--- src/rtl/uart_packet_decoder_pkg.sv ---
// Shared constants and types for the debug packet link (decoder and encoder sides).
package uart_packet_decoder_pkg;

  localparam logic [7:0] PktSync = 8'hA5;

  typedef enum logic [1:0] {
    KindReg   = 2'b00,
    KindAlu   = 2'b01,
    KindInst  = 2'b10,
    KindOther = 2'b11
  } pkt_kind_e;

  typedef enum logic [1:0] {
    ErrNone = 2'b00,
    ErrChk  = 2'b01,
    ErrHdr  = 2'b10,
    ErrTmo  = 2'b11
  } err_code_e;

  typedef enum logic [1:0] {
    StIdle = 2'b00,
    StHdr  = 2'b01,
    StData = 2'b10,
    StChk  = 2'b11
  } state_e;

endpackage

--- src/rtl/uart_packet_decoder_if.sv ---
// Byte-in / packet-out bundle between the UART receiver side and the packet consumers.
interface uart_packet_decoder_if #(
  parameter int unsigned PKT_CNT_W = 16
);
  logic                 rx_done;
  logic [7:0]           rx_data;
  logic                 pkt_valid;
  logic [1:0]           pkt_kind;
  logic [4:0]           pkt_addr;
  logic [31:0]          pkt_data;
  logic                 err_strobe;
  logic [1:0]           err_code;
  logic [PKT_CNT_W-1:0] pkt_count;
  logic [7:0]           err_count;

  modport master (
    output rx_done, rx_data,
    input  pkt_valid, pkt_kind, pkt_addr, pkt_data,
    input  err_strobe, err_code, pkt_count, err_count
  );

  modport slave (
    input  rx_done, rx_data,
    output pkt_valid, pkt_kind, pkt_addr, pkt_data,
    output err_strobe, err_code, pkt_count, err_count
  );
endinterface

--- src/rtl/uart_packet_decoder_pkt_byte_timer.sv ---
// Inter-byte timeout counter: runs while enabled, cleared by each received byte.
module uart_packet_decoder_pkt_byte_timer #(
  parameter int unsigned TIMEOUT_CYCLES = 166624,
  parameter int unsigned CNT_W          = 18
) (
  input  logic clk_i,
  input  logic rst_i,
  input  logic clear_i,
  input  logic enable_i,
  output logic expire_o
);

  localparam logic [CNT_W-1:0] CntLast = CNT_W'(TIMEOUT_CYCLES - 1);

  logic [CNT_W-1:0] cnt_q, cnt_d;

  // A byte on the threshold cycle wins over the timeout.
  always_comb begin
    expire_o = enable_i && !clear_i && (cnt_q == CntLast);
    cnt_d    = cnt_q + CNT_W'(1);
    if (!enable_i || clear_i || expire_o) begin
      cnt_d = '0;
    end
  end

  always_ff @(posedge clk_i) begin
    if (rst_i) begin
      cnt_q <= '0;
    end else begin
      cnt_q <= cnt_d;
    end
  end

endmodule

--- src/rtl/uart_packet_decoder.sv ---
// Reassembles 7-byte SYNC/HDR/DATA/CHK frames into checked debug packets.
module uart_packet_decoder
  import uart_packet_decoder_pkg::*;
#(
  parameter int unsigned TIMEOUT_CYCLES = 166624,
  parameter int unsigned CNT_W          = 18,
  parameter int unsigned PKT_CNT_W      = 16
) (
  input  logic                  clk,
  input  logic                  reset,
  uart_packet_decoder_if.slave  bus_io
);

  state_e               state_q, state_d;
  logic [1:0]           byte_idx_q, byte_idx_d;
  logic [1:0]           hdr_kind_q, hdr_kind_d;
  logic [4:0]           hdr_addr_q, hdr_addr_d;
  logic [31:0]          data_sh_q, data_sh_d;
  logic [7:0]           chk_acc_q, chk_acc_d;

  logic                 pkt_valid_q, pkt_valid_d;
  logic [1:0]           pkt_kind_q, pkt_kind_d;
  logic [4:0]           pkt_addr_q, pkt_addr_d;
  logic [31:0]          pkt_data_q, pkt_data_d;
  logic                 err_strobe_q, err_strobe_d;
  logic [1:0]           err_code_q, err_code_d;
  logic [PKT_CNT_W-1:0] pkt_count_q, pkt_count_d;
  logic [7:0]           err_count_q, err_count_d;

  logic                 tmo;
  logic                 err_evt;
  logic [1:0]           err_sel;
  logic [7:0]           rx_byte;

  assign rx_byte = bus_io.rx_data;

  uart_packet_decoder_pkt_byte_timer #(
    .TIMEOUT_CYCLES (TIMEOUT_CYCLES),
    .CNT_W          (CNT_W)
  ) u_timer (
    .clk_i    (clk),
    .rst_i    (reset),
    .clear_i  (bus_io.rx_done),
    .enable_i (state_q != StIdle),
    .expire_o (tmo)
  );

  always_comb begin
    state_d     = state_q;
    byte_idx_d  = byte_idx_q;
    hdr_kind_d  = hdr_kind_q;
    hdr_addr_d  = hdr_addr_q;
    data_sh_d   = data_sh_q;
    chk_acc_d   = chk_acc_q;
    pkt_valid_d = 1'b0;
    pkt_kind_d  = pkt_kind_q;
    pkt_addr_d  = pkt_addr_q;
    pkt_data_d  = pkt_data_q;
    pkt_count_d = pkt_count_q;
    err_evt     = 1'b0;
    err_sel     = ErrNone;

    if (tmo) begin
      state_d = StIdle;
      err_evt = 1'b1;
      err_sel = ErrTmo;
    end else if (bus_io.rx_done) begin
      unique case (state_q)
        StIdle: begin
          if (rx_byte == PktSync) state_d = StHdr;
        end
        StHdr: begin
          if (!rx_byte[7]) begin
            hdr_kind_d = rx_byte[6:5];
            hdr_addr_d = rx_byte[4:0];
            chk_acc_d  = rx_byte;
            byte_idx_d = 2'd0;
            state_d    = StData;
          end else if (rx_byte != PktSync) begin
            err_evt = 1'b1;
            err_sel = ErrHdr;
            state_d = StIdle;
          end
        end
        StData: begin
          data_sh_d  = {data_sh_q[23:0], rx_byte};
          chk_acc_d  = chk_acc_q ^ rx_byte;
          byte_idx_d = byte_idx_q + 2'd1;
          if (byte_idx_q == 2'd3) state_d = StChk;
        end
        StChk: begin
          if (rx_byte == chk_acc_q) begin
            pkt_valid_d = 1'b1;
            pkt_kind_d  = hdr_kind_q;
            pkt_addr_d  = hdr_addr_q;
            pkt_data_d  = data_sh_q;
            pkt_count_d = pkt_count_q + PKT_CNT_W'(1);
          end else begin
            err_evt = 1'b1;
            err_sel = ErrChk;
          end
          state_d = StIdle;
        end
        default: state_d = StIdle;
      endcase
    end

    err_strobe_d = err_evt;
    err_code_d   = err_evt ? err_sel : err_code_q;
    err_count_d  = err_count_q;
    if (err_evt && (err_count_q != 8'hFF)) begin
      err_count_d = err_count_q + 8'd1;
    end
  end

  always_ff @(posedge clk) begin
    if (reset) begin
      state_q      <= StIdle;
      byte_idx_q   <= '0;
      hdr_kind_q   <= '0;
      hdr_addr_q   <= '0;
      data_sh_q    <= '0;
      chk_acc_q    <= '0;
      pkt_valid_q  <= 1'b0;
      pkt_kind_q   <= '0;
      pkt_addr_q   <= '0;
      pkt_data_q   <= '0;
      err_strobe_q <= 1'b0;
      err_code_q   <= '0;
      pkt_count_q  <= '0;
      err_count_q  <= '0;
    end else begin
      state_q      <= state_d;
      byte_idx_q   <= byte_idx_d;
      hdr_kind_q   <= hdr_kind_d;
      hdr_addr_q   <= hdr_addr_d;
      data_sh_q    <= data_sh_d;
      chk_acc_q    <= chk_acc_d;
      pkt_valid_q  <= pkt_valid_d;
      pkt_kind_q   <= pkt_kind_d;
      pkt_addr_q   <= pkt_addr_d;
      pkt_data_q   <= pkt_data_d;
      err_strobe_q <= err_strobe_d;
      err_code_q   <= err_code_d;
      pkt_count_q  <= pkt_count_d;
      err_count_q  <= err_count_d;
    end
  end

  assign bus_io.pkt_valid  = pkt_valid_q;
  assign bus_io.pkt_kind   = pkt_kind_q;
  assign bus_io.pkt_addr   = pkt_addr_q;
  assign bus_io.pkt_data   = pkt_data_q;
  assign bus_io.err_strobe = err_strobe_q;
  assign bus_io.err_code   = err_code_q;
  assign bus_io.pkt_count  = pkt_count_q;
  assign bus_io.err_count  = err_count_q;

endmodule

--- src/flat_wrapper.sv ---
// flat-port wrapper written by rule: the top's interface ports become plain ports
module uart_packet_decoder_flat import uart_packet_decoder_pkg::*;
#(
  parameter int unsigned TIMEOUT_CYCLES = 166624,
  parameter int unsigned CNT_W          = 18,
  parameter int unsigned PKT_CNT_W      = 16
)
  (clk, reset, bus_io_rx_done, bus_io_rx_data, bus_io_pkt_valid, bus_io_pkt_kind, bus_io_pkt_addr, bus_io_pkt_data, bus_io_err_strobe, bus_io_err_code, bus_io_pkt_count, bus_io_err_count);
  uart_packet_decoder_if #(.PKT_CNT_W(PKT_CNT_W)) bus_io_i ();
  input  logic clk;
  input  logic reset;
  input wire logic [$bits(bus_io_i.rx_done)-1:0] bus_io_rx_done;
  input wire logic [$bits(bus_io_i.rx_data)-1:0] bus_io_rx_data;
  output wire logic [$bits(bus_io_i.pkt_valid)-1:0] bus_io_pkt_valid;
  output wire logic [$bits(bus_io_i.pkt_kind)-1:0] bus_io_pkt_kind;
  output wire logic [$bits(bus_io_i.pkt_addr)-1:0] bus_io_pkt_addr;
  output wire logic [$bits(bus_io_i.pkt_data)-1:0] bus_io_pkt_data;
  output wire logic [$bits(bus_io_i.err_strobe)-1:0] bus_io_err_strobe;
  output wire logic [$bits(bus_io_i.err_code)-1:0] bus_io_err_code;
  output wire logic [$bits(bus_io_i.pkt_count)-1:0] bus_io_pkt_count;
  output wire logic [$bits(bus_io_i.err_count)-1:0] bus_io_err_count;
  assign bus_io_i.rx_done = bus_io_rx_done;
  assign bus_io_i.rx_data = bus_io_rx_data;
  assign bus_io_pkt_valid = bus_io_i.pkt_valid;
  assign bus_io_pkt_kind = bus_io_i.pkt_kind;
  assign bus_io_pkt_addr = bus_io_i.pkt_addr;
  assign bus_io_pkt_data = bus_io_i.pkt_data;
  assign bus_io_err_strobe = bus_io_i.err_strobe;
  assign bus_io_err_code = bus_io_i.err_code;
  assign bus_io_pkt_count = bus_io_i.pkt_count;
  assign bus_io_err_count = bus_io_i.err_count;
  uart_packet_decoder #(.TIMEOUT_CYCLES(TIMEOUT_CYCLES), .CNT_W(CNT_W), .PKT_CNT_W(PKT_CNT_W)) u_core (.clk(clk), .reset(reset), .bus_io(bus_io_i));
endmodule
--- config.mk ---
export PLATFORM = sky130hd
export DESIGN_NAME = uart_packet_decoder_flat
export DESIGN_NICKNAME = d
export VERILOG_FILES = /design/src/rtl/uart_packet_decoder_pkg.sv /design/src/rtl/uart_packet_decoder_if.sv /design/src/rtl/uart_packet_decoder_pkt_byte_timer.sv /design/src/rtl/uart_packet_decoder.sv /design/src/flat_wrapper.sv
export SDC_FILE = /design/constraint.sdc
export NUM_CORES = 1
export LEC_CHECK = 0
export BUFFER_PORTS_ARGS = -buffer_cell sky130_fd_sc_hd__buf_2
export CORE_MARGIN = 3
export CORE_UTILIZATION = 38
export DETAILED_ROUTE_END_ITERATION = 8
export GPL_ROUTABILITY_DRIVEN = 0
export SKIP_LAST_GASP = 1
export SLEW_MARGIN = 40
export SYNTH_ARGS = -nofsm -noshare
export SYNTH_HDL_FRONTEND = slang
export SYNTH_SLANG_ARGS = --single-unit
--- constraint.sdc ---
create_clock -name clk -period 2.87 [get_ports clk]
set_clock_uncertainty 0.2 [all_clocks]
set_input_delay 0.4305 -clock clk [delete_from_list [all_inputs] [get_ports clk]]
set_output_delay 0.4305 -clock clk [all_outputs]
set_load 0.05 [all_outputs]
# Word level (Yosys, flattened, before mapping)
# Index checks and enable logic that the tools add are counted.
word_totals:
  reg_bits: 136
  out_inout_bits: 67
  elab_cells: 77
  inputBits: 11
op_classes:
  n_addsub: 4
  n_reduce_logical: 18
  eq_ne: 13
  bitwise_logic: 5
  muxes: 22
op_table:
  columns: ["cell", "count"]
  rows:
  - ["18-bit by 1-bit adder with 18-bit output, second input constant", 1]
  - ["18-bit equality test, second input constant", 1]
  - ["2-bit two-way mux", 9]
  - ["16-bit by 1-bit adder with 16-bit output, second input constant", 1]
  - ["8-bit != test, second input constant", 2]
  - ["8-bit case mux with 2 select lines", 1]
  - ["4-bit AND reduction", 4]
  - ["8-bit by 1-bit adder with 8-bit output, second input constant", 1]
  - ["8-bit equality test", 1]
  - ["8-bit equality test, second input constant", 1]
  - ["8-bit two-way mux", 1]
  - ["2-bit case mux with 2 select lines", 2]
  - ["2-bit case mux with 4 select lines", 1]
  - ["8-bit bitwise XOR", 1]
  - ["1-bit two-way mux", 7]
  - ["2-bit equality test, second input constant", 3]
  - ["2-bit by 1-bit != test with 1-bit output, second input constant", 2]
  - ["1-bit NOT", 4]
  - ["2-bit nonzero test", 2]
  - ["2-bit OR reduction", 2]
  - ["4-bit OR reduction", 1]
  - ["1-bit logical AND", 3]
  - ["3-bit by 2-bit != test with 1-bit output, second input constant", 1]
  - ["3-bit AND reduction", 1]
  - ["7 further kinds", 9]

# Logic depth before layout (Yosys ltp)
# Gate-level depths: netlist of run 1.
depth:
  word_depth: 7
  depth_mapped: 8
  depth_no_buf: 6

# Hierarchy
# A second synthesis of run 1 with hierarchy kept.
hier_totals:
  hier_cells: 678
  area_unflattened_um2: 5592.9
by_module_without_submodules:
  columns: ["module", "cells_per_inst", "area_per_inst_um2", "n_inst", "seq_area_each_um2"]
  rows:
  - ["uart_packet_decoder", 583, 4729.5, 1, 2362.3]
  - ["uart_packet_decoder_pkt_byte_timer", 95, 863.3, 1, 360.3]

# Worst setup path before layout of run 1
# No wires, ideal clock.
synth_timing:
  path_type: "reg2reg"
  start: "register u_core.pkt_count_q[2] (netlist: u_core.bus_io.pkt_count[2])"
  end: "register u_core.pkt_count_q[15] (netlist: u_core.bus_io.pkt_count[15])"
  t_required_ns: 2.549
  stages_incl_launch_ff: 6
  synth_period_minus_slack_ns: 2.136
  setup_time_ns: 0.121
  setup_slack_ns: 0.734
  arrival_time_ns: 1.816
  n_path_buf: 0
  cell_sequence: "dfxtp_1 -> and4_1 -> and4_1 -> and3_1 -> nand4_1 -> mux2_2"
synth_via:
  elab_chain_cells: 1
synth_rtl:
  columns: ["element", "line", "source"]
  rows:
  - ["start: declaration", "uart_packet_decoder.sv:27", "logic [PKT_CNT_W-1:0] pkt_count_q, pkt_count_d;"]
  - ["start signal: assignment", "uart_packet_decoder.sv:145", "pkt_count_q <= pkt_count_d;"]
  - ["16-bit by 1-bit adder with 16-bit output", "uart_packet_decoder.sv:97", "pkt_count_d = pkt_count_q + PKT_CNT_W'(1);"]
# No other way between the ends.
# A chain may end at the register's enable or synchronous reset.

# Worst setup path after layout of run 1
layout_timing:
  start: "register u_core.u_timer.cnt_q[0]"
  end: "register u_core.err_count_q[2] (netlist: u_core.bus_io.err_count[2])"
layout_via:
  elab_chain_cells: 4
layout_rtl:
  columns: ["element", "line", "source"]
  rows:
  - ["start: declaration", "uart_packet_decoder_pkt_byte_timer.sv:15", "logic [CNT_W-1:0] cnt_q, cnt_d;"]
  - ["start signal: assignment", "uart_packet_decoder_pkt_byte_timer.sv:30", "cnt_q <= cnt_d;"]
  - ["18-bit equality test", "uart_packet_decoder_pkt_byte_timer.sv:19", "expire_o = enable_i && !clear_i && (cnt_q == CntLast);"]
  - ["1-bit logical AND", "uart_packet_decoder_pkt_byte_timer.sv:19", null]
  - ["1-bit two-way mux", "uart_packet_decoder.sv:63", "if (tmo) begin"]
  - ["1-bit logical AND", "uart_packet_decoder.sv:111", "if (err_evt && (err_count_q != 8'hFF)) begin"]
  - ["end signal: assignment", "uart_packet_decoder.sv:146", "err_count_q <= err_count_d;"]
  - ["end: declaration", "uart_packet_decoder.sv:28", "logic [7:0] err_count_q, err_count_d;"]
# No other way between the ends.

==> qor_table.md, run 1 <==
| Parameter | This run |
| --- | --- |
| Reg-to-reg slack, setup | 0.56 ns |
| Largest vdd supply drop | 0.000369 V |
| Worst-margin pin slew | 0.716 ns |
| Congestion Overflow GR | 0 |
| Power share of the clock group | 50.2% |
| Register bit count reported by yosys | 136 |
| Clock net sink count | 136 |
| Half-perimeter wire length after detailed placement | 8930 um |
| Final Setup Violations | 0 |
| RR Startpoint | u_core.u_timer.cnt_q[0]$_SDFF_PP0_ |
| Number of inserted diodes | 0 |
| Number of buffers added by the clock tree synthesis step | 17 |
| DRC | 0 |
| Maximum frequency from static timing analysis | 0.432 GHz |
| Largest fanout on the critical path | 9 |
| Unrepaired setup endpoints after global routing | false |
| Startpoint class of the critical path | register |
| Required time of the worst setup path | 2.97 ns |
| Beginning of the critical path | u_core.u_timer.cnt_q[0]$_SDFF_PP0_ |
| Layout overhead on the synthesized area | 19.3% |
| Net switching power of the design | 885 uW |
| Maximum buffer depth of the clock tree | 2 |
| Standard cell core area | 14,600 um^2 |
| Time the final worst path needs with I/O delays and setup | 2.31 ns |
| Final hold violation count | 0 |
| Hold Path Origin | bus_io_rx_data[6] |
| Count of warnings emitted by yosys | 0 |
| Final-stage net count | 729 |
| Top Ports | 78 |
| Outcome | finished clean |
| Initial drt markers | 375 |
| Cell count of the worst reg-to-reg path | 6 |
| Proportion of register bits with asynchronous set or reset after synthesis | 0% |
| Hold depth | 3 |
| Worst max-slew margin expressed relative to the limit | 51.9% |
| Largest net degree at the start of global routing | 82 |
| Crit. End Element | register |
| Die X | 129 um |
| Share of total power in sequential cells | 47.1% |
| Hold Crit Class | primary input to register |
| Internal power summed over all cells | 3.17 mW |
| Post-CTS Hold Buffers | 0 |
| Number of levels in the clock H-tree | 4 |
| Sw frac | 21.8% |
| DRT antenna net count | 0 |
| Most used DFF post-synth | sky130_fd_sc_hd__dfxtp_1 |
| Initial core utilization | 39.1% |
| Wire length after detailed routing | 13,100 um |
| Via count normalized by instance count | 5.08 |
| Die footprint | 16,500 um^2 |
| Final Slew Violations | 0 |
| Number of buffer cells added on primary ports | 77 |
| Post-route fraction of the period consumed by the critical path | 80.6% |
| Worst-path clk slew | 0.06 ns |
| Portion of the post-synthesis area used by sequential elements | 47.7% |
| First drt pass iteration count | 4 |
| Post-synthesis instance area | 5700 um^2 |
| Number of antenna violations at the first check in global routing | 0 |
| Crit path arrival time | 2.41 ns |
| Routed WL per cell | 14.3 um |
| Number of instances in the synthesized netlist | 645 |
| Post-CTS Setup Repair Bufs | 0 |
| Insertion delay to the later sink of the worst-skew pair | 0.42 ns |
| Count of flip-flops with a built-in enable after synthesis | 0 |
| Via count of the first global-routing pass | 4,427 |
| Distinct cell type count of the synthesized netlist | 51 |
| Die height | 129 um |
| Routed via count | 4,629 |
| Number of maximum-capacitance violations | 0 |
| Resized cells post-CTS | 0 |
| Worst Setup Path Type | register to register |
| Reg-to-reg critical path endpoint | u_core.bus_io.err_count[2]$_SDFFE_PP0P_ |
| Total leakage power | 2.60 nW |
| Combinational share of power | 2.8% |
| Total power draw | 4.05 mW |
| Final Core Density | 46.6% |
| Fraction of layout cells with a size suffix above 1 | 19.5% |
| Row count | 44 |
| Buffer cell driving the clock tree root | sky130_fd_sc_hd__clkbuf_16 |
| Global-route usage over all layers | 16.1% |
| Highest-count cells in the layout ignoring fill and taps | 136 x sky130_fd_sc_hd__dfxtp_1, 108 x sky130_fd_sc_hd__nand2_1, 93 x sky130_fd_sc_hd__nor2_1 |
| Setup tns final | 0 ns |
| Destination of the worst hold path | u_core.data_sh_q[6]$_SDFFE_PP0P_ |
| Wire length of the first global-routing pass | 21,500 um |
| Power per cell area | 596 nW/um^2 |
| Leading cell type in the layout, fill and taps excluded | sky130_fd_sc_hd__dfxtp_1 |
| Syn nets | 660 |
| Avg Cell Area, Syn | 8.84 um^2 |
| TritonCTS clock tree | yes |
power by group through the flow:
stage / Combinational [mW] / Sequential, mW / Clock (mW)
finish: 0.113 / 1.91 / 2.03
global route: 0.125 / 1.91 / 2.17
CTS: 0.113 / 1.91 / 2.09
detailed placement: 0.112 / 1.95 / 0
global placement: 0.109 / 1.95 / 0
floorplan: 0.0783 / 1.95 / 0
routing by layer:
metal | global-route usage, % | up-vias | wire length [um] | share of wire, %
met5 | 0 | - | 0 | 0
met3 | 5.48 | 14 | 614 | 4.7
met4 | 5.68 | 0 | 201 | 1.5
met2 | 25.5 | 79 | 6120 | 47
li1 | - | 2339 | - | -
met1 | 20.6 | 2197 | 6120 | 47
synth_stat cells, types with 5 or more instances:
library cell	count	area share (%)
sky130_fd_sc_hd__mux2_2	9	1.8
sky130_fd_sc_hd__o211ai_1	8	1.1
sky130_fd_sc_hd__dfxtp_1	136	48
sky130_fd_sc_hd__mux2_1	6	1.2
sky130_fd_sc_hd__nand3_1	13	1.1
sky130_fd_sc_hd__and4_1	5	0.77
sky130_fd_sc_hd__clkbuf_1	20	1.3
sky130_fd_sc_hd__nor2_1	93	6.1
sky130_fd_sc_hd__xnor2_1	13	2.0
sky130_fd_sc_hd__nand4_1	15	1.6
sky130_fd_sc_hd__a21oi_1	57	5.0
sky130_fd_sc_hd__inv_1	9	0.59
sky130_fd_sc_hd__nand2_1	108	7.1
sky130_fd_sc_hd__and3_1	6	0.66
sky130_fd_sc_hd__xor2_1	10	1.5
sky130_fd_sc_hd__o21ai_0	9	0.79
sky130_fd_sc_hd__buf_2	10	0.88
sky130_fd_sc_hd__nor3_1	6	0.53
sky130_fd_sc_hd__mux2i_1	41	7.2
sky130_fd_sc_hd__nor2b_1	18	2.0
sequential cells by signal, summed over array words and instances (netlist names), 5 cells and up, named ones only:
signal / cells
u_core.bus_io.pkt_count: 16
u_core.bus_io.pkt_data: 32
u_core.bus_io.err_count: 8
u_core.data_sh_q: 32
u_core.hdr_addr_q: 5
u_core.chk_acc_q: 8
u_core.u_timer.cnt_q: 18
u_core.bus_io.pkt_addr: 5
worst max path at each step:
stage | endpoint | depth (start not counted) | slack (ns)
2_1_floorplan | u_core.bus_io.pkt_count[15]$_SDFFE_PP0P_ | 5 | 0.73
3_3_place_gp | u_core.bus_io.pkt_count[15]$_SDFFE_PP0P_ | 7 | 0.53
3_5_place_dp | u_core.bus_io.pkt_data[29]$_SDFFE_PP0P_ | 8 | 0.46
4_1_cts | u_core.bus_io.err_count[2]$_SDFFE_PP0P_ | 6 | 0.54
5_1_grt | u_core.bus_io.err_count[3]$_SDFFE_PP0P_ | 6 | 0.36
6_report | u_core.bus_io.err_count[2]$_SDFFE_PP0P_ | 6 | 0.56
critical path: stages (launching register included):
cell	delay (ns)
sky130_fd_sc_hd__dfxtp_1	0.35
sky130_fd_sc_hd__ha_1	0.22
sky130_fd_sc_hd__nand4_2	0.18
sky130_fd_sc_hd__nor4_1	0.44
sky130_fd_sc_hd__a21oi_2	0.22
sky130_fd_sc_hd__a21oi_1	0.24
sky130_fd_sc_hd__mux2_2	0.36
per-stage QoR:
| step | instances | hold slack (ns) | cell area [um^2] | setup WS [ns] |
|---|---|---|---|---|
| 6_report | 911 | 0.115 | 6800 | 0.558 |
| 4_1_cts | 911 | 0.0946 | 6800 | 0.537 |
| 5_1_grt | 911 | 0.120 | 6800 | 0.355 |
| 2_1_floorplan | 645 | 0.217 | 5700 | 0.734 |
| 3_5_place_dp | 879 | 0.241 | 6240 | 0.456 |
| 3_3_place_gp | 879 | 0.230 | 6240 | 0.525 |
logic make-up after synthesis:
group	after synthesis	share of synthesized area, %
AOI/OAI and AO/OA	93	10.1
xor gates and xnor gates	25	4.10
adders and majority gates	4	0.878
buffers and inverters	46	3.90
DFF	136	47.7
muxes	56	10.2
and+or+nand+nor	285	23.1
final cells by class:
class                      count  area, um^2
inverter                      10        37.5
clock buffer                  22         464
clock inverter                10        96.3
fill                        1370        7790
sequential                   136        2720
timing repair buffer          86         493
tap                          184         230
multi-input combinational    463        2760
(Power assumes the default switching activity.)
==> run 2: changes to the inputs <==
- clock period: 2.87 -> 2.35 ns (I/O delays scaled with it)
==> run 2 against run 1 <==
Critical path depth did not move. Largest power group unchanged. Flip-flop and latch count did not move. Die area did not move. Register-to-register slack got worse by 0.38 ns. Cell count rose by 0.66%. Sequential power rose by 22%.
==> qor_table.md, run 2 (synthesis gave the netlist of run 1 again) <==
| Parameter | This run |
| --- | --- |
| Outcome | finished clean |
| Worst-path clk slew | 0.06 ns |
| Die height | 129 um |
| Number of buffers added by the clock tree synthesis step | 17 |
| Worst Path Buf+Inv | 0 |
| Unrepaired setup endpoints after global routing | true |
| Crit. End Element | register |
| Die X | 129 um |
| Top Ports | 78 |
| Half-perimeter wire length after detailed placement | 8820 um |
| Routed via count | 4,622 |
| Cell with the biggest individual delay on the critical path | sky130_fd_sc_hd__nor4_2 |
| Final Slew Violations | 0 |
| Time the final worst path needs with I/O delays and setup | 2.17 ns |
| Leading cell type in the layout, fill and taps excluded | sky130_fd_sc_hd__dfxtp_1 |
| Post-route fraction of the period consumed by the critical path | 92.3% |
| Via count of the first global-routing pass | 4,321 |
| Largest incremental delay on the critical path | 0.36 ns |
| Number of inserted diodes | 0 |
| Final Core Density | 47.5% |
| Maximum frequency from static timing analysis | 0.461 GHz |
| M3 GR Usage | 4.40% |
| DRT antenna net count | 0 |
| Layout overhead on the synthesized area | 21.5% |
| Total leakage power | 2.66 nW |
| Highest-count cells in the layout ignoring fill and taps | 136 x sky130_fd_sc_hd__dfxtp_1, 108 x sky130_fd_sc_hd__nand2_1, 93 x sky130_fd_sc_hd__nor2_1 |
| Die footprint | 16,500 um^2 |
| Standard cell core area | 14,600 um^2 |
| First drt pass iteration count | 4 |
| Number of buffer cells added on primary ports | 77 |
| Largest net degree at the start of global routing | 82 |
| Number of maximum-capacitance violations | 0 |
| Number of antenna violations at the first check in global routing | 0 |
| Fraction of layout cells with a size suffix above 1 | 20.6% |
| Initial drt markers | 341 |
| Crit path arrival time | 2.27 ns |
| Worst max-slew margin expressed relative to the limit | 54.7% |
| Beginning of the critical path | u_core.u_timer.cnt_q[0]$_SDFF_PP0_ |
| Insertion delay to the later sink of the worst-skew pair | 0.43 ns |
| Number of levels in the clock H-tree | 4 |
| Wire length after detailed routing | 12,900 um |
| Final hold violation count | 0 |
| Clock net sink count | 136 |
| Met2 demand-to-capacity share in global routing | 25.2% |
| Congestion Overflow GR | 0 |
| DRC | 0 |
| Cell family with most CP delay | simple AND/OR/NAND/NOR gates |
| Hold Crit Class | primary input to register |
| Row count | 44 |
| Buffer cell driving the clock tree root | sky130_fd_sc_hd__clkbuf_16 |
| Global routing's busiest layer | met2 |
| Maximum buffer depth of the clock tree | 2 |
| Setup tns final | 0 ns |
| TritonCTS clock tree | yes |
| Final Setup Violations | 0 |
| Global-route usage over all layers | 15.9% |
| Power per cell area | 746 nW/um^2 |
| Worst-margin pin slew | 0.673 ns |
| Final-stage net count | 735 |
| Startpoint class of the critical path | register |
| GR met1 Demand/Resource | 20.4% |
| Initial core utilization | 39.1% |
| Via count normalized by instance count | 5.04 |
| Routed WL per cell | 14.1 um |
| Total of fill cells in the finished design | 1,364 |
| Required time of the worst setup path | 2.45 ns |
| Wire length of the first global-routing pass | 21,200 um |
| Largest fanout on the critical path | 9 |
| RR Startpoint | u_core.u_timer.cnt_q[0]$_SDFF_PP0_ |
| Largest vdd supply drop | 0.000442 V |
| Critical-path cell list | ha_1 -> nand4_2 -> nor4_2 -> a21oi_2 -> a21boi_2 -> mux2_1 |
| Worst Setup Path Type | register to register |
| Hold Path Origin | bus_io_rx_data[1] |
==> run 2: cell count changes in the layout (fill, tap and decap cells not counted) <==
| cell | previous run | this run |
|---|---|---|
| sky130_fd_sc_hd__buf_12 | 3 | 6 |
| sky130_fd_sc_hd__buf_4 | 7 | 10 |
| sky130_fd_sc_hd__nor4_1 | 2 | 1 |
| sky130_fd_sc_hd__clkinvlp_4 | 4 | 2 |
| sky130_fd_sc_hd__clkbuf_1 | 3 | 1 |
| sky130_fd_sc_hd__nor4_2 | 0 | 1 |
| sky130_fd_sc_hd__clkinv_2 | 2 | 3 |
| sky130_fd_sc_hd__clkinv_4 | 2 | 3 |
| sky130_fd_sc_hd__bufinv_16 | 1 | 3 |
| sky130_fd_sc_hd__clkbuf_8 | 2 | 0 |
| sky130_fd_sc_hd__inv_6 | 1 | 3 |
==> run 2: final cells by class <==
cell class                      instances  area (um^2)  area share, %
Clock inverter                         14          173           2.49
Tap cell                              184          230           3.32
Timing Repair Buffer                   92          576           8.30
Inverter                               10         37.5          0.542
Clock buffer                           18          429           6.19
Multi-Input combinational cell        463         2760           39.9
Sequential cell                       136         2720           39.3
==> run 2: what timing repair did <==
| item | in CTS | in global routing |
|---|---|---|
| setup endpoints to repair | 0 | 11 |
| hold buffers | 0 | 0 |
| setup buffers | 0 | 1 |
| gates resized for setup | 0 | 1 |
==> run 2: worst register-to-register path: cells and delay by family, from the launching register on <==
kind                     cells  cell delay [ns]
flip-flops                   1             0.35
AND/OR/NAND/NOR              2             0.54
AO/OA/AOI/OAI                2             0.40
multiplexers                 1             0.33
adder cells (fa/ha/maj)      1             0.22
==> run 2: routing by layer <==
layer,up-vias,wire length [um]
met5,-,0
met4,0,196
met1,2177,6010
met3,15,520
met2,77,6210
li1,2353,-
==> run 2: power breakdown <==
part	leakage, nW	switching [mW]	internal [mW]
registers	1.10	0.0117	2.32
clock network	0.291	1.03	1.67
logic	1.28	0.0988	0.0463
==> run 2: path summary, 6_finish.rpt <==
| path | end | slack [ns] | depth (start not counted) |
|---|---|---|---|
| worst max-delay path | u_core.bus_io.err_count[0]$_SDFFE_PP0P_ | 0.18 | 6 |
| worst max register to register | u_core.bus_io.err_count[0]$_SDFFE_PP0P_ | 0.18 | 6 |
| worst min register to register | u_core.u_timer.cnt_q[0]$_SDFF_PP0_ | 0.25 | 1 |
| worst min-delay path | u_core.hdr_addr_q[1]$_SDFFE_PP0P_ | 0.03 | 3 |
==> run 2: stage by stage <==
| stage | total power [mW] | std cells | setup WS [ns] | cell area, um^2 | hold WS [ns] |
|---|---|---|---|---|---|
| floorplan | 2.48 | 645 | 0.214 | 5700 | 0.217 |
| global placement | 2.52 | 884 | 0.130 | 6300 | 0.230 |
| detailed placement | 2.52 | 884 | 0.0623 | 6300 | 0.242 |
| CTS | 5.23 | 916 | 0.0506 | 6910 | 0.0166 |
| global route | 5.36 | 917 | -0.0352 | 6930 | 0.0340 |
| finish | 5.17 | 917 | 0.181 | 6930 | 0.0301 |
==> run 3: changes to the inputs <==
- GPL_TIMING_DRIVEN: unset -> 1
- MAX_ROUTING_LAYER: unset -> met4
- clock period: 2.35 -> 2.5 ns (I/O delays scaled with it)
==> run 3 against run 2 <==
Sequential share of layout area up 0.55 points. Worst hold slack better by 0.017 ns. Register-to-register slack about the same. Non-clock buffer count down 6. Die area unchanged. Critical path depth unchanged. Global-route usage up 0.63 points. First-iteration DRC count down 14%. Largest power group unchanged. Routed wire length down 0.54%.
==> qor_table.md, run 3 (synthesis gave the netlist of run 1 again) <==
| Parameter | This run |
| --- | --- |
| Outcome | finished clean |
| Number of maximum-capacitance violations | 0 |
| TritonCTS clock tree | yes |
| Initial core utilization | 39.1% |
| Clock net sink count | 136 |
| Die footprint | 16,500 um^2 |
| Area of placed instances | 6240 um^2 |
| Unrepaired setup endpoints after global routing | false |
| Crit. End Element | register |
| Reg-to-reg slack, setup | 0.19 ns |
| Initial drt markers | 294 |
| Die height | 129 um |
| Largest net degree at the start of global routing | 91 |
| Number of inserted diodes | 0 |
| Top Ports | 78 |
| Standard cell core area | 14,600 um^2 |
| Setup tns final | 0 ns |
| Post-route worst setup slack | 0.191 ns |
| Total of fill cells in the finished design | 1,372 |
| Maximum frequency from static timing analysis | 0.433 GHz |
| Buffer cell driving the clock tree root | sky130_fd_sc_hd__clkbuf_16 |
| Final-stage net count | 729 |
| Maximum buffer depth of the clock tree | 2 |
| Critical-path cell list | ha_1 -> nand4_2 -> nor4_1 -> a21oi_2 -> a21boi_2 -> mux2_1 |
| RR Startpoint | u_core.u_timer.cnt_q[0]$_SDFF_PP0_ |
| Congestion Overflow GR | 0 |
| Fraction of layout cells with a size suffix above 1 | 19.9% |
| Half-perimeter wire length after detailed placement | 8690 um |
| Wire length of the first global-routing pass | 21,400 um |
| Hold depth | 3 |
| Worst Path Buf+Inv | 0 |
| Wire length after detailed routing | 12,900 um |
| Routed WL per cell | 14.1 um |
| Number of buffer cells added on primary ports | 77 |
| Cell with the biggest individual delay on the critical path | sky130_fd_sc_hd__nor4_1 |
| Number of antenna violations at the first check in global routing | 0 |
| Startpoint class of the critical path | register |
| Largest fanout on the critical path | 9 |
| Worst max-slew margin expressed relative to the limit | 55.7% |
| Highest-count cells in the layout ignoring fill and taps | 136 x sky130_fd_sc_hd__dfxtp_1, 108 x sky130_fd_sc_hd__nand2_1, 93 x sky130_fd_sc_hd__nor2_1 |
| Required time of the worst setup path | 2.60 ns |
| Post-CTS Setup Repair Bufs | 0 |
| DRC | 0 |
| Largest incremental delay on the critical path | 0.44 ns |
| Final Setup Violations | 0 |
| Power per cell area | 698 nW/um^2 |
| Leading cell type in the layout, fill and taps excluded | sky130_fd_sc_hd__dfxtp_1 |
| Hold Crit Class | primary input to register |
| Post-CTS Hold Buffers | 0 |
| Largest vdd supply drop | 0.000468 V |
| DRT antenna net count | 0 |
| Hold Path Origin | bus_io_rx_data[1] |
| Layout overhead on the synthesized area | 19.9% |
| Global-route usage over all layers | 16.6% |
| Reg-to-reg critical path endpoint | u_core.bus_io.err_count[0]$_SDFFE_PP0P_ |
| Post-route fraction of the period consumed by the critical path | 92.3% |
| Total leakage power | 2.62 nW |
| Die X | 129 um |
| Row count | 44 |
| Time the final worst path needs with I/O delays and setup | 2.31 ns |
| Total non-filler cell area in the finished layout | 6840 um^2 |
| Final hold violation count | 0 |
| Resized cells post-CTS | 0 |
| Cell count of the worst reg-to-reg path | 6 |
| Final Slew Violations | 0 |
| Cell family with most CP delay | simple AND/OR/NAND/NOR gates |
| Setup slack at placement | 0.192 ns |
| Crit path arrival time | 2.41 ns |
| Destination of the worst hold path | u_core.hdr_addr_q[1]$_SDFFE_PP0P_ |
| Via count normalized by instance count | 5.07 |
| Via count of the first global-routing pass | 4,387 |
| First drt pass iteration count | 4 |
| Number of levels in the clock H-tree | 4 |
| Worst Setup Path Type | register to register |
| Worst-path clk slew | 0.06 ns |
| Worst-margin pin slew | 0.659 ns |
| Number of buffers added by the clock tree synthesis step | 17 |
| Insertion delay to the later sink of the worst-skew pair | 0.42 ns |
| Routed via count | 4,623 |
run 3: cell types whose count changed in the layout (fill, tap and decap cells not counted):
cell | previous run | this run
sky130_fd_sc_hd__buf_12 | 6 | 3
sky130_fd_sc_hd__buf_4 | 10 | 7
sky130_fd_sc_hd__bufinv_16 | 3 | 1
sky130_fd_sc_hd__clkbuf_1 | 1 | 0
sky130_fd_sc_hd__clkbuf_8 | 0 | 4
sky130_fd_sc_hd__clkinv_2 | 3 | 0
sky130_fd_sc_hd__clkinv_4 | 3 | 4
sky130_fd_sc_hd__clkinvlp_4 | 2 | 3
sky130_fd_sc_hd__nor4_1 | 1 | 2
sky130_fd_sc_hd__nor4_2 | 1 | 0
run 3: layout make-up:
class	count	area (um^2)	area share, %
clock buffers	21	480	7.03
clock inverters	11	114	1.67
inverters	10	37.5	0.549
multi-input cells	463	2760	40.3
flip-flops and latches	136	2720	39.8
well taps	184	230	3.37
repair buffers	86	493	7.21
run 3: routing by layer:
| metal | track usage [%] | wire, um |
|---|---|---|
| met1 | 20.6 | 5940 |
| met3 | 4.36 | 695 |
| met4 | 7.04 | 221 |
| met5 | - | 0 |
| met2 | 25.4 | 6010 |
run 3: worst min-delay path, stage by stage:
cell and delay (ns):
sky130_fd_sc_hd__buf_2 0.13, sky130_fd_sc_hd__nand2_1 0.06, sky130_fd_sc_hd__a21oi_1 0.05
run 3: power by group:
group | switching (mW) | total, mW | internal (mW)
sequential | 0.0112 | 2.19 | 2.18
clock | 0.966 | 2.45 | 1.49
combinational | 0.0903 | 0.130 | 0.0394
run 3: metrics by stage:
step	total power, mW	hold WS (ns)	instances	utilization, %
finish	4.77	0.0469	911	46.9
global route	4.95	0.0455	911	46.9
CTS	4.84	0.0328	911	46.9
detailed placement	2.37	0.244	879	42.8
global placement	2.36	0.231	879	42.8
floorplan	2.33	0.217	645	-
run 3: how the worst max path moves through the flow:
stage	startpoint	endpoint	slack (ns)	cells after the start
floorplan	u_core.bus_io.pkt_count[2]$_SDFFE_PP0P_	u_core.bus_io.pkt_count[15]$_SDFFE_PP0P_	0.36	5
global placement	bus_io_rx_data[6]	u_core.bus_io.pkt_data[8]$_SDFFE_PP0P_	0.26	8
detailed placement	u_core.u_timer.cnt_q[0]$_SDFF_PP0_	u_core.bus_io.err_count[0]$_SDFFE_PP0P_	0.19	6
CTS	u_core.u_timer.cnt_q[0]$_SDFF_PP0_	u_core.bus_io.err_count[0]$_SDFFE_PP0P_	0.19	6
global route	u_core.u_timer.cnt_q[0]$_SDFF_PP0_	u_core.bus_io.err_count[0]$_SDFFE_PP0P_	0.07	6
finish	u_core.u_timer.cnt_q[0]$_SDFF_PP0_	u_core.bus_io.err_count[0]$_SDFFE_PP0P_	0.19	6
